File: config.mk
export PLATFORM = sky130hd
export DESIGN_NAME = prng_stream
export DESIGN_NICKNAME = d
export VERILOG_FILES = /design/src/rtl/prng_stream.sv
export SDC_FILE = /design/constraint.sdc
export NUM_CORES = 1
export LEC_CHECK = 0
export BUFFER_PORTS_ARGS = -buffer_cell sky130_fd_sc_hd__buf_2
export CAP_MARGIN = 20
export CORE_MARGIN = 2
export CORE_UTILIZATION = 45
export CTS_BUF_LIST = sky130_fd_sc_hd__clkbuf_4
export DETAILED_ROUTE_END_ITERATION = 8
export PLACE_DENSITY_LB_ADDON = 0.3
export SYNTH_ARGS = -nofsm -noshare
export SYNTH_HDL_FRONTEND = slang
export SYNTH_SLANG_ARGS = --single-unit
File: constraint.sdc
create_clock -name clk -period 2.5 [get_ports clk]
set_input_delay 0.125 -clock clk [delete_from_list [all_inputs] [get_ports clk]]
set_output_delay 0.125 -clock clk [all_outputs]
set_load 0.02 [all_outputs]
File: src/rtl/prng_stream.sv
// -----------------------------------------------------------------------------
// prng_stream
//   Keccak-f[200] pseudo-random stream generator. A seed is absorbed into a
//   200-bit state, permuted one round per clock, and the top OUT_W bits are
//   offered as a word. Each delivered word triggers a fresh permutation of the
//   full state, so a single seed yields an unbounded word stream.
//
// Parameters
//   SEED_W    seed width, multiple of 8, 8..192
//   OUT_W     output word width, 1..200
//   NROUNDS   rounds per permutation, 1..18 (RC[0..NROUNDS-1])
//   BYTE_SWAP 1 = seed byte 0 lands in state[199:192]; 0 = seed loaded as given
//
// Ports
//   clk         rising-edge clock
//   rst_b       asynchronous active-low reset
//   seed_valid  seed offered            seed_ready  seed accepted this cycle
//   seed        seed value              seed_en     0 = absorb an all-zero seed
//   out_valid   out_data holds a word   out_ready   consumer takes out_data
//   out_data    state[199 -: OUT_W]
//   busy        permutation running
//   block_cnt   words delivered since the last seed load (saturating)
//   state_dbg   current FSM state (0 IDLE, 1 PERM, 2 HOLD)
//
// Handshakes: a transfer happens on a rising edge where valid and ready are
// both high. Seed side: seed_ready is high in IDLE and HOLD. Output side:
// out_valid is high only in HOLD and out_data is stable until the transfer.
// If a seed is accepted on the same edge as an output transfer, the word
// counts as delivered but the reload wins (state reloaded, block_cnt cleared).
// -----------------------------------------------------------------------------
module prng_stream #(
   parameter int SEED_W    = 96,
   parameter int OUT_W     = 96,
   parameter int NROUNDS   = 18,
   parameter int BYTE_SWAP = 1
) (
   input  logic              clk,
   input  logic              rst_b,
   input  logic              seed_valid,
   output logic              seed_ready,
   input  logic [SEED_W-1:0] seed,
   input  logic              seed_en,
   output logic              out_valid,
   input  logic              out_ready,
   output logic [OUT_W-1:0]  out_data,
   output logic              busy,
   output logic [15:0]       block_cnt,
   output logic [1:0]        state_dbg
);

   typedef enum logic [1:0] {
      IDLE = 2'd0,
      PERM = 2'd1,
      HOLD = 2'd2
   } state_t;

   // Keccak rho offsets reduced mod 8, indexed by lane i = 5y+x.
   localparam int RHO [25] = '{0, 1, 6, 4, 3,
                               4, 4, 6, 7, 4,
                               3, 2, 3, 1, 7,
                               1, 5, 7, 5, 0,
                               2, 2, 5, 0, 6};

   localparam logic [4:0] LAST_RC = 5'(NROUNDS - 1);

   state_t       state;
   logic [199:0] s;
   logic [4:0]   rc;
   logic [199:0] round_out;
   logic [199:0] seed_state;

   function automatic logic [7:0] rotl8(input logic [7:0] v, input int n);
      return (v << n) | (v >> (8 - n));
   endfunction

   function automatic logic [7:0] round_const(input logic [4:0] idx);
      case (idx)
         5'd0:  return 8'h01;
         5'd1:  return 8'h82;
         5'd2:  return 8'h8A;
         5'd3:  return 8'h00;
         5'd4:  return 8'h8B;
         5'd5:  return 8'h01;
         5'd6:  return 8'h81;
         5'd7:  return 8'h09;
         5'd8:  return 8'h8A;
         5'd9:  return 8'h88;
         5'd10: return 8'h09;
         5'd11: return 8'h0A;
         5'd12: return 8'h8B;
         5'd13: return 8'h8B;
         5'd14: return 8'h89;
         5'd15: return 8'h03;
         5'd16: return 8'h02;
         5'd17: return 8'h80;
         default: return 8'h00;
      endcase
   endfunction

   // One full round: theta, rho, pi, chi, iota on the lane array.
   function automatic logic [199:0] keccak_round(input logic [199:0] s_in,
                                                 input logic [7:0]   rc_in);
      logic [7:0]   a [25];
      logic [7:0]   b [25];
      logic [7:0]   c [5];
      logic [7:0]   d [5];
      logic [199:0] r;
      r = '0;
      for (int i = 0; i < 25; i++) a[i] = s_in[199 - 8*i -: 8];
      for (int x = 0; x < 5; x++) c[x] = a[x] ^ a[x+5] ^ a[x+10] ^ a[x+15] ^ a[x+20];
      for (int x = 0; x < 5; x++) d[x] = c[(x+4)%5] ^ rotl8(c[(x+1)%5], 1);
      for (int i = 0; i < 25; i++) a[i] = a[i] ^ d[i%5];
      // rho + pi: lane (x,y) moves to (y, 2x+3y) after rotation.
      for (int y = 0; y < 5; y++)
         for (int x = 0; x < 5; x++)
            b[5*((2*x + 3*y) % 5) + y] = rotl8(a[5*y + x], RHO[5*y + x]);
      for (int y = 0; y < 5; y++)
         for (int x = 0; x < 5; x++)
            a[5*y + x] = b[5*y + x] ^ (~b[5*y + (x+1)%5] & b[5*y + (x+2)%5]);
      a[0] = a[0] ^ rc_in;
      for (int i = 0; i < 25; i++) r[199 - 8*i -: 8] = a[i];
      return r;
   endfunction

   function automatic logic [199:0] load_state(input logic [SEED_W-1:0] v,
                                               input logic              en);
      logic [SEED_W-1:0] sel;
      logic [SEED_W-1:0] ord;
      sel = en ? v : '0;
      ord = sel;
      if (BYTE_SWAP != 0)
         for (int k = 0; k < SEED_W/8; k++) ord[SEED_W-1 - 8*k -: 8] = sel[8*k +: 8];
      return {ord, {(200-SEED_W){1'b0}}};
   endfunction

   assign round_out  = keccak_round(s, round_const(rc));
   assign seed_state = load_state(seed, seed_en);
   assign out_data   = s[199 -: OUT_W];
   assign state_dbg  = state;

   always_ff @(posedge clk or negedge rst_b) begin
      if (!rst_b) begin
         state      <= IDLE;
         s          <= '0;
         rc         <= '0;
         block_cnt  <= '0;
         seed_ready <= 1'b1;
         out_valid  <= 1'b0;
         busy       <= 1'b0;
      end else begin
         case (state)
            IDLE: begin
               if (seed_valid) begin
                  s          <= seed_state;
                  rc         <= '0;
                  block_cnt  <= '0;
                  state      <= PERM;
                  seed_ready <= 1'b0;
                  busy       <= 1'b1;
               end
            end
            PERM: begin
               s <= round_out;
               if (rc == LAST_RC) begin
                  rc         <= '0;
                  state      <= HOLD;
                  busy       <= 1'b0;
                  out_valid  <= 1'b1;
                  seed_ready <= 1'b1;
               end else begin
                  rc <= rc + 5'd1;
               end
            end
            HOLD: begin
               // A seed accept outranks a word transfer on the same edge.
               if (seed_valid) begin
                  s          <= seed_state;
                  rc         <= '0;
                  block_cnt  <= '0;
                  state      <= PERM;
                  out_valid  <= 1'b0;
                  seed_ready <= 1'b0;
                  busy       <= 1'b1;
               end else if (out_ready) begin
                  if (block_cnt != 16'hFFFF) block_cnt <= block_cnt + 16'd1;
                  rc         <= '0;
                  state      <= PERM;
                  out_valid  <= 1'b0;
                  seed_ready <= 1'b0;
                  busy       <= 1'b1;
               end
            end
            default: begin
               state      <= IDLE;
               rc         <= '0;
               seed_ready <= 1'b1;
               out_valid  <= 1'b0;
               busy       <= 1'b0;
            end
         endcase
      end
   end

endmodule

==> results of run 1 <==
[worst max-delay path: stages (launching register included)]
cell	delay [ns]
dfrtp_1	0.54
xnor3_1	0.53
xnor2_2	0.23
buf_12	0.16
xnor3_2	0.32
nor2_1	0.16
xor2_1	0.28
o22ai_1	0.12
[flip-flops by register name, indices dropped and copies added (netlist names)]
signal / count
block_cnt: 16
out_valid: 1
busy: 1
rc: 5
state_dbg: 2
s: 200
seed_ready: 1
[routing by layer]
layer / GRT usage / vias to the layer above / part of all wire
li1: - / 7031 / -
met1: 0.487 / 8049 / 0.39
met2: 0.536 / 997 / 0.43
met3: 0.0981 / 186 / 0.11
met4: 0.215 / 0 / 0.063
met5: 0 / - / 0
[area by class of cell]
class | count | area, um^2
clock buffers | 104 | 781
well taps | 539 | 674
diodes | 4 | 10.0
fillers | 3458 | 17100
multi-input cells | 1354 | 12900
inverters | 10 | 37.5
flip-flops and latches | 226 | 5670
repair buffers | 629 | 4900
clock inverters | 14 | 53.8
[cell families after synthesis]
group | Yosys count | synth area share
and+or+nand+nor | 479 | 0.113
adders and majority gates | 6 | 0.00389
AOI/OAI and AO/OA | 326 | 0.0934
xor gates and xnor gates | 539 | 0.438
buffers and inverters | 189 | 0.0562
DFF | 226 | 0.293
muxes | 4 | 0.00227
[placed cells by master, fill, tap and decap left out, drive strengths merged, types with 4 or more instances in the layout]
cell type / instances
xor2: 82
a31oi: 5
clkbuf: 104
nand2: 165
xnor3: 227
clkinv: 10
diode: 4
nand3: 7
ha: 6
o22ai: 100
xnor2: 216
nor2: 168
and3: 10
o21ai: 110
nor2b: 36
o211ai: 4
buf: 524
xor3: 14
nand2b: 62
dfrtp: 225
dlygate4sd3: 105
inv: 14
nand4: 10
a21oi: 99
[Yosys cell counts, drive strengths merged]
master / instances
mux2: 3
a2111oi: 1
o22ai: 100
xor2: 82
a21oi: 99
or3: 2
mux2i: 1
or4b: 1
nand4b: 3
a211o: 1
nand3: 7
clkbuf: 71
a31oi: 5
and4: 2
inv: 10
xnor3: 227
a22o: 2
nor4b: 1
and2: 2
nand2b: 62
buf: 108
nor3b: 3
nand2: 165
ha: 6
nor4: 2
a211oi: 2
nor2: 168
dfrtp: 225
nor3: 1
nor2b: 36
o21ai: 110
nand4: 10
o211ai: 4
or3b: 1
o21a: 1
and3: 10
o32ai: 1
or2: 3
xor3: 14
dfstp: 1
xnor2: 216
[repair_timing]
action,4_1_cts,5_1_grt
hold buffers,106,0
hold endpoints to repair,334,0
setup endpoints to repair,36,43
pin swaps,13,32
buffers inserted,10,25
gates resized for setup,35,50
[per-stage QoR]
stage / area [um^2] / TNS [ns] / hold WS, ns / util
after floorplan: 19300 / 0 / -0.171 / -
final: 25000 / -0.0664 / 0.0443 / 0.593
after global routing: 25000 / -0.206 / 0.0234 / 0.593
after CTS: 24600 / -0.136 / 0.0115 / 0.584
after global placement: 22500 / -2.69 / 0.166 / 0.533
after detailed placement: 22500 / -2.61 / 0.160 / 0.533
[path summary, 6_finish.rpt]
kind                               to  slack [ns]  depth (start not counted)
min in group asynchronous       s[70]        0.58                          4
min                            s[195]        0.04                          4
max reg2reg                    s[174]       -0.02                          7
max                            s[174]       -0.02                          7
min reg2reg                     s[95]        0.53                          2
max in group asynchronous  seed_ready        1.52                          4
==> flow_metrics.py, run 1 <==
metrics = {
    "status": {
        "status": "finished with violations",
        "failed_checks": "negative setup slack",
    },
    "placement": {
        "port_buffers": 217,
        "pre_cts_slack_ns": -0.347,
        "post-dp-hpwl_um": 62000,
        "gp_congestion": 1.05,
        "place_inst": 2617,
    },
    "clock_network": {
        "cts_buffer_depth": 3,
        "clk_pin_slew_ns": 0.07,
        "numCtsBuffers": 72,
        "cts_tree": "yes",
        "cts-root-buf": "clkbuf_4",
        "cts_sinks": 226,
        "clock_latency_ns": 0.78,
        "htree_levels": 3,
    },
    "critical_path": {
        "timing.rr.start": "s[159]",
        "cp_max_fo": 7,
        "critPathKind": "flip-flop to flip-flop",
        "worstPathRequired_ns": 3.10,
        "crit_start": "s[159]",
        "end_kind": "flip-flop",
        "startpoint_type": "flip-flop",
        "arrival_ns": 3.12,
    },
    "synthesis": {
        "synth.ff_latch_count": 226,
        "avgSynthCellArea_um2": 10.9,
        "synth.yosys.seq_area_share": 0.293,
        "synth_cells": 1769,
        "syn_area_um2": 19300,
        "yosys.cell_types.count": 49,
        "synthesis.nets": 1876,
        "synth_area_leader_cell": "dfrtp_1",
        "netlist.area_leader.share": 0.292,
        "yosys_warnings": 0,
        "synthTopCellsByArea": "dfrtp_1 29%, xnor3_1 26%, xnor2_1 8.4%",
    },
    "detailed_routing": {
        "drt_first_iter_violations": 1716,
        "drt_wl_total_um": 80600,
        "route.vias.total": 16300,
        "viasPerCell": 5.65,
        "remaining_drc_errors": 0,
        "dr.pass1.iters": 5,
        "avgRoutedWirePerCell_um": 28.0,
        "ant_nets": 0,
    },
    "sta": {
        "rsz0062_at_grt": "yes",
        "setup_slack_ns": -0.0235,
        "timing.fmax_mhz": 396,
        "worstMarginPinSlew_ns": 0.787,
        "maxSlewHeadroom": 0.472,
        "slew_viol_final": 0,
        "setup_viol": 6,
        "finClkSkew_ns": 0.0662,
        "fin_crit_sh": 1.01,
        "timing.final.crit_period_ns": 2.52,
        "final-hold-violation-count": 0,
    },
    "min_path": {
        "hp-class": "input port to flip-flop",
        "worst_hold_startpoint": "seed_en",
    },
    "final_layout": {
        "drive_gt1_frac": 0.322,
        "stdcell_count": 2880,
        "final_nets": 2400,
        "synthToLayoutAreaGrowth_pct": 29.4,
    },
    "die": {
        "ios": 218,
        "die_x_um": 211,
        "coreArea_um2": 42100,
        "dieArea_um2": 44600,
        "start_util": 0.458,
        "rows": 75,
        "fp.dieH_um": 211,
    },
    "grt": {
        "grt_max_degree": 83,
        "grt_pass1_wl_um": 113000,
        "globalRouteTotalUtil": 0.365,
        "grt_pass1_vias": 16000,
        "grt_antenna_before_repair": 5,
        "grt.overflow.total": 0,
    },
    "flow_run": {
        "maxCapViolations": 0,
    },
}
Power of run 1 is left out: the tool's default activity adds up to more than one toggle a clock period on the data nets, which glitch-free logic cannot reach.
==> inputs of run 2 (changes only) <==
Settings changed: CORE_ASPECT_RATIO from default to 0.5.
==> run 2 against run 1 <==
Against the previous run:
- the run still ends with negative setup slack left
- design area down 0.59%
- global-route usage down 2.0 points
- worst setup slack worse by 0.033 ns
- core utilization down 0.41 points
- die area up 0.23%
- routed wire length down 3.5%
- non-clock buffer count down 2
- fmax down 1.3%
- count of clock-buffer cells in the layout down 10
- final cell count up 0.66%
- sequential cell count unchanged
- hold slack better by 0.090 ns
==> flow_metrics.py, run 2 (same netlist as run 1, synthesis figures left out) <==
metrics = {
    "status": {
        "status": "finished with violations",
        "failed_checks": "negative setup slack",
    },
    "placement": {
        "post-dp-hpwl_um": 59700,
        "placed_area_um2": 22500,
        "gp_congestion": 1.06,
        "port_buffers": 217,
    },
    "flow_run": {
        "maxCapViolations": 0,
    },
    "grt": {
        "grt_pass1_wl_um": 109000,
        "globalRouteTotalUtil": 0.346,
        "grt_pass1_vias": 15500,
        "grt_max_degree": 79,
        "grt_antenna_before_repair": 3,
        "grt.overflow.total": 0,
    },
    "die": {
        "start_util": 0.458,
        "dieArea_um2": 44700,
        "coreArea_um2": 42200,
        "rows": 53,
        "ios": 218,
        "fp.dieH_um": 150,
        "die_x_um": 297,
    },
    "final_layout": {
        "final_common_cell": "buf_4",
        "fin_area_um2": 24800,
        "largest_reg_flops": 200,
        "final_cell_mix": "263 x buf_4, 218 x dfrtp_1, 216 x buf_2",
        "drive_gt1_frac": 0.307,
        "synthToLayoutAreaGrowth_pct": 28.7,
        "largest_register": "s",
        "reg.largest.list": "s x200, block_cnt x16, rc x5",
        "final_nets": 2386,
    },
    "critical_path": {
        "timing.rr.start": "s[103]",
        "worstRegToRegCells": 7,
        "critPathKind": "flip-flop to flip-flop",
        "worstReg2RegEnd": "s[133]",
        "startpoint_type": "flip-flop",
        "worstPathRequired_ns": 3.12,
        "arrival_ns": 3.17,
        "end_kind": "flip-flop",
        "r2r_slack_ns": -0.06,
        "cp_max_fo": 6,
    },
    "clock_network": {
        "cts-root-buf": "clkbuf_4",
        "cts_buffer_depth": 3,
        "cts_tree": "yes",
        "cts_sinks": 226,
        "numCtsBuffers": 60,
        "clk_pin_slew_ns": 0.08,
        "htree_levels": 2,
        "clock_latency_ns": 0.80,
    },
    "detailed_routing": {
        "remaining_drc_errors": 0,
        "route.vias.total": 16200,
        "viasPerCell": 5.60,
        "drt_wl_total_um": 77700,
        "avgRoutedWirePerCell_um": 26.8,
        "ant_nets": 0,
        "drt_first_iter_violations": 2053,
        "dr.pass1.iters": 6,
    },
    "sta": {
        "fin_crit_sh": 1.02,
        "worstMarginPinSlew_ns": 0.797,
        "timing.final.crit_period_ns": 2.56,
        "final-hold-violation-count": 0,
        "setup_viol": 2,
        "slew_viol_final": 0,
        "finClkSkew_ns": 0.0873,
        "maxSlewHeadroom": 0.466,
        "timing.fmax_mhz": 391,
        "setup_slack_ns": -0.0567,
    },
    "min_path": {
        "worst_hold_startpoint": "seed[2]",
        "hold_depth": 4,
        "hp-class": "input port to flip-flop",
        "worstHoldEndpoint": "s[194]",
    },
}
==> run 2: changes by cell type in the layout (fill, tap and decap cells not counted), moves of 3 or more <==
cell           delta
buf_4             -4
xnor3_1           +3
inv_2             -4
dfrtp_1           +5
xnor3_2           -3
dlygate4sd3_1     +6
diode_2           -3
clkbuf_4         -10
xnor2_2           -4
xor2_1            +3
dfrtp_2           -5
==> run 2: worst max-delay path by stage <==
stage | from | endpoint | slack (ns) | depth (start not counted)
2_1_floorplan | s[146] | s[197] | 0.09 | 6
3_3_place_gp | s[144] | s[133] | -0.26 | 7
3_5_place_dp | s[144] | s[133] | -0.28 | 7
4_1_cts | s[145] | s[134] | 0.003 | 7
5_1_grt | s[155] | s[144] | -0.05 | 8
6_report | s[103] | s[133] | -0.06 | 7
==> run 2: cell type report <==
class / instances / area, um^2
Multi-Input combinational cell: 1354 / 12800
Sequential cell: 226 / 5670
Antenna cell: 1 / 2.50
Timing Repair Buffer: 627 / 4870
Inverter: 10 / 37.5
Clock buffer: 94 / 706
Tap cell: 577 / 722
Clock inverter: 10 / 47.5
Fill cell: 3546 / 17300
==> run 2: metrics by stage <==
| step | cells | utilization | hold WS [ns] | setup TNS [ns] | setup WS [ns] |
|---|---|---|---|---|---|
| floorplan | 1769 | - | -0.171 | 0 | 0.0914 |
| global placement | 2655 | 0.534 | 0.0765 | -1.01 | -0.258 |
| detailed placement | 2655 | 0.534 | 0.0759 | -1.13 | -0.279 |
| CTS | 2880 | 0.583 | 0.104 | 0 | 0.00295 |
| global route | 2899 | 0.589 | 0.150 | -0.108 | -0.0485 |
| finish | 2899 | 0.589 | 0.134 | -0.0700 | -0.0567 |
==> run 2: timing repair <==
item,CTS,global route
setup endpoints to repair,37,56
gates resized for setup,16,43
hold endpoints to repair,335,0
pin swaps,6,14
hold buffers,112,0
setup buffers,9,18
==> run 2: metal layers <==
layer  routed length, um  up-vias  global-route usage
li1                    -     7001                   -
met1               31500     8071               0.473
met2               33000      965               0.509
met3               10400      185               0.125
met4                2800        0               0.120
met5                   0        -                   0
==> run 2: worst max-delay path: stages, from the launching register on <==
cell     delay, ns
dfrtp_1       0.41
xnor3_2       0.50
xnor2_4       0.32
buf_4         0.18
xnor3_2       0.44
xnor2_2       0.30
buf_4         0.16
o22ai_1       0.06
Power of run 2 is left out for the same reason.
==> inputs of run 3 (changes only) <==
Settings changed: BUFFER_PORTS_ARGS -buffer_cell sky130_fd_sc_hd__buf_2 to -buffer_cell sky130_fd_sc_hd__buf_4.
==> run 3 against run 2 <==
Against the previous run:
- the flow still finishes with violations (negative setup slack)
- worst setup slack worse by 0.014 ns
- sequential share of layout area down 0.45 points
- critical path depth unchanged
- global-route usage up 1.3 points
- die area unchanged
- critical path type unchanged
==> flow_metrics.py, run 3 (same netlist as run 1, synthesis figures left out) <==
metrics = {
    "status": {
        "status": "finished with violations",
        "failed_checks": "negative setup slack",
    },
    "final_layout": {
        "stdcell_count": 2888,
        "final_nets": 2376,
        "reg.largest.list": "s x200, block_cnt x16, rc x5",
        "fin_util": 0.601,
        "largest_reg_flops": 200,
        "largest_register": "s",
        "synthToLayoutAreaGrowth_pct": 31.3,
        "drive_gt1_frac": 0.312,
        "final_common_cell": "buf_4",
        "final_cell_mix": "481 x buf_4, 218 x dfrtp_1, 198 x xnor3_1",
    },
    "detailed_routing": {
        "remaining_drc_errors": 0,
        "viasPerCell": 5.63,
        "avgRoutedWirePerCell_um": 27.9,
        "drt_first_iter_violations": 2269,
        "drt_wl_total_um": 80700,
        "dr.pass1.iters": 7,
        "route.vias.total": 16200,
        "ant_nets": 0,
    },
    "critical_path": {
        "worstSetupPathDepth": 7,
        "timing.critical_path.buf_inv": 1,
        "critPathSlowestCell": "xnor3_1",
        "critPathMaxStageDelay_ns": 0.53,
        "path_cells": "xnor3_1, xnor2_4, buf_4, xnor3_1, nand2b_1, xnor2_1, o22ai_2",
        "path_common_cell": "xnor3_1",
        "startpoint_type": "flip-flop",
        "worstPathRequired_ns": 3.17,
        "critPathKind": "flip-flop to flip-flop",
        "critical-path-top-delay-family": "XOR/XNOR gates",
        "cp_max_fo": 4,
        "arrival_ns": 3.24,
        "worstRegToRegCells": 7,
        "end_kind": "flip-flop",
    },
    "sta": {
        "rsz0062_at_grt": "yes",
        "timing.final.crit_period_ns": 2.57,
        "worstMarginPinSlew_ns": 0.760,
        "setup_slack_ns": -0.0708,
        "setup_viol": 10,
        "maxSlewHeadroom": 0.490,
        "slew_viol_final": 0,
        "final-hold-violation-count": 0,
        "fin_crit_sh": 1.03,
        "finClkSkew_ns": 0.0465,
        "timing.fmax_mhz": 389,
    },
    "grt": {
        "grt_pass1_vias": 15600,
        "globalRouteTotalUtil": 0.359,
        "grt_pass1_wl_um": 113000,
        "grt_use_met3": 0.146,
        "met1_usage": 0.487,
        "grt_max_degree": 102,
        "met2_usage": 0.517,
        "grt_antenna_before_repair": 4,
        "top_usage_layer": "met2",
        "grt.overflow.total": 0,
    },
    "clock_network": {
        "cts-root-buf": "clkbuf_4",
        "cts_tree": "yes",
        "cts_sinks": 226,
        "clk_pin_slew_ns": 0.08,
        "clock_latency_ns": 0.80,
        "htree_levels": 2,
        "numCtsBuffers": 58,
        "cts_buffer_depth": 3,
    },
    "die": {
        "rows": 53,
        "start_util": 0.458,
        "coreArea_um2": 42200,
        "ios": 218,
        "dieArea_um2": 44700,
        "die_x_um": 297,
        "fp.dieH_um": 150,
    },
    "placement": {
        "gp_congestion": 1.06,
        "place_inst": 2657,
        "pre_cts_slack_ns": -0.169,
        "port_buffers": 217,
        "post-dp-hpwl_um": 62200,
    },
    "flow_run": {
        "maxCapViolations": 0,
    },
    "min_path": {
        "hp-class": "input port to flip-flop",
        "hold_depth": 5,
    },
}
-- run 3: cell types whose count changed in the layout (fill, tap and decap cells not counted), moves of 3 or more --
cell,delta
buf_2,-216
buf_4,+218
clkbuf_4,-4
clkinv_1,-4
diode_2,+3
dlygate4sd3_1,-9
xor2_1,-4
xor2_2,+4
-- run 3: path summary, 6_finish.rpt --
kind	from	to	slack [ns]
hold / removal	seed_en	s[192]	0.08
hold reg to reg	busy	busy	0.54
min in group asynchronous	rst_b	seed_ready	0.46
max in group asynchronous	rst_b	s[129]	1.56
setup reg to reg	s[146]	s[143]	-0.07
setup / recovery	s[146]	s[143]	-0.07
-- run 3: repair_timing --
item	4_1_cts	5_1_grt
buffers inserted	16	10
endpoints found under the setup margin	42	48
gates resized for setup	18	48
pin swaps	8	18
endpoints found under the hold margin	348	0
hold buffers	103	0
-- run 3: metal layers --
layer / routed length (um) / share of wire
met5: 0 / 0
met4: 3430 / 0.043
met2: 33400 / 0.41
met3: 12100 / 0.15
met1: 31800 / 0.39
-- run 3: worst min-delay path, cell delays in order --
cell and delay [ns]:
buf_4 0.11, nor2b_4 0.12, buf_12 0.22, a21oi_1 0.19, o22ai_1 0.07
-- run 3: cell type report --
class	count	area, um^2
Fill cell	3481	16800
Multi-Input combinational cell	1354	12900
Sequential cell	226	5670
Timing Repair Buffer	619	5340
Tap cell	577	722
Clock buffer	90	676
Clock inverter	8	41.3
Inverter	10	37.5
Antenna cell	4	10.0
-- run 3: through the flow --
stage,area [um^2],hold slack (ns),TNS [ns]
final,25300,0.0752,-0.321
after global routing,25300,0.0610,-0.0827
after CTS,25100,0.0187,0
after detailed placement,23100,0.118,-1.86
after global placement,23100,0.110,-2.39
after floorplan,19300,-0.171,0
Power of run 3 is left out for the same reason.
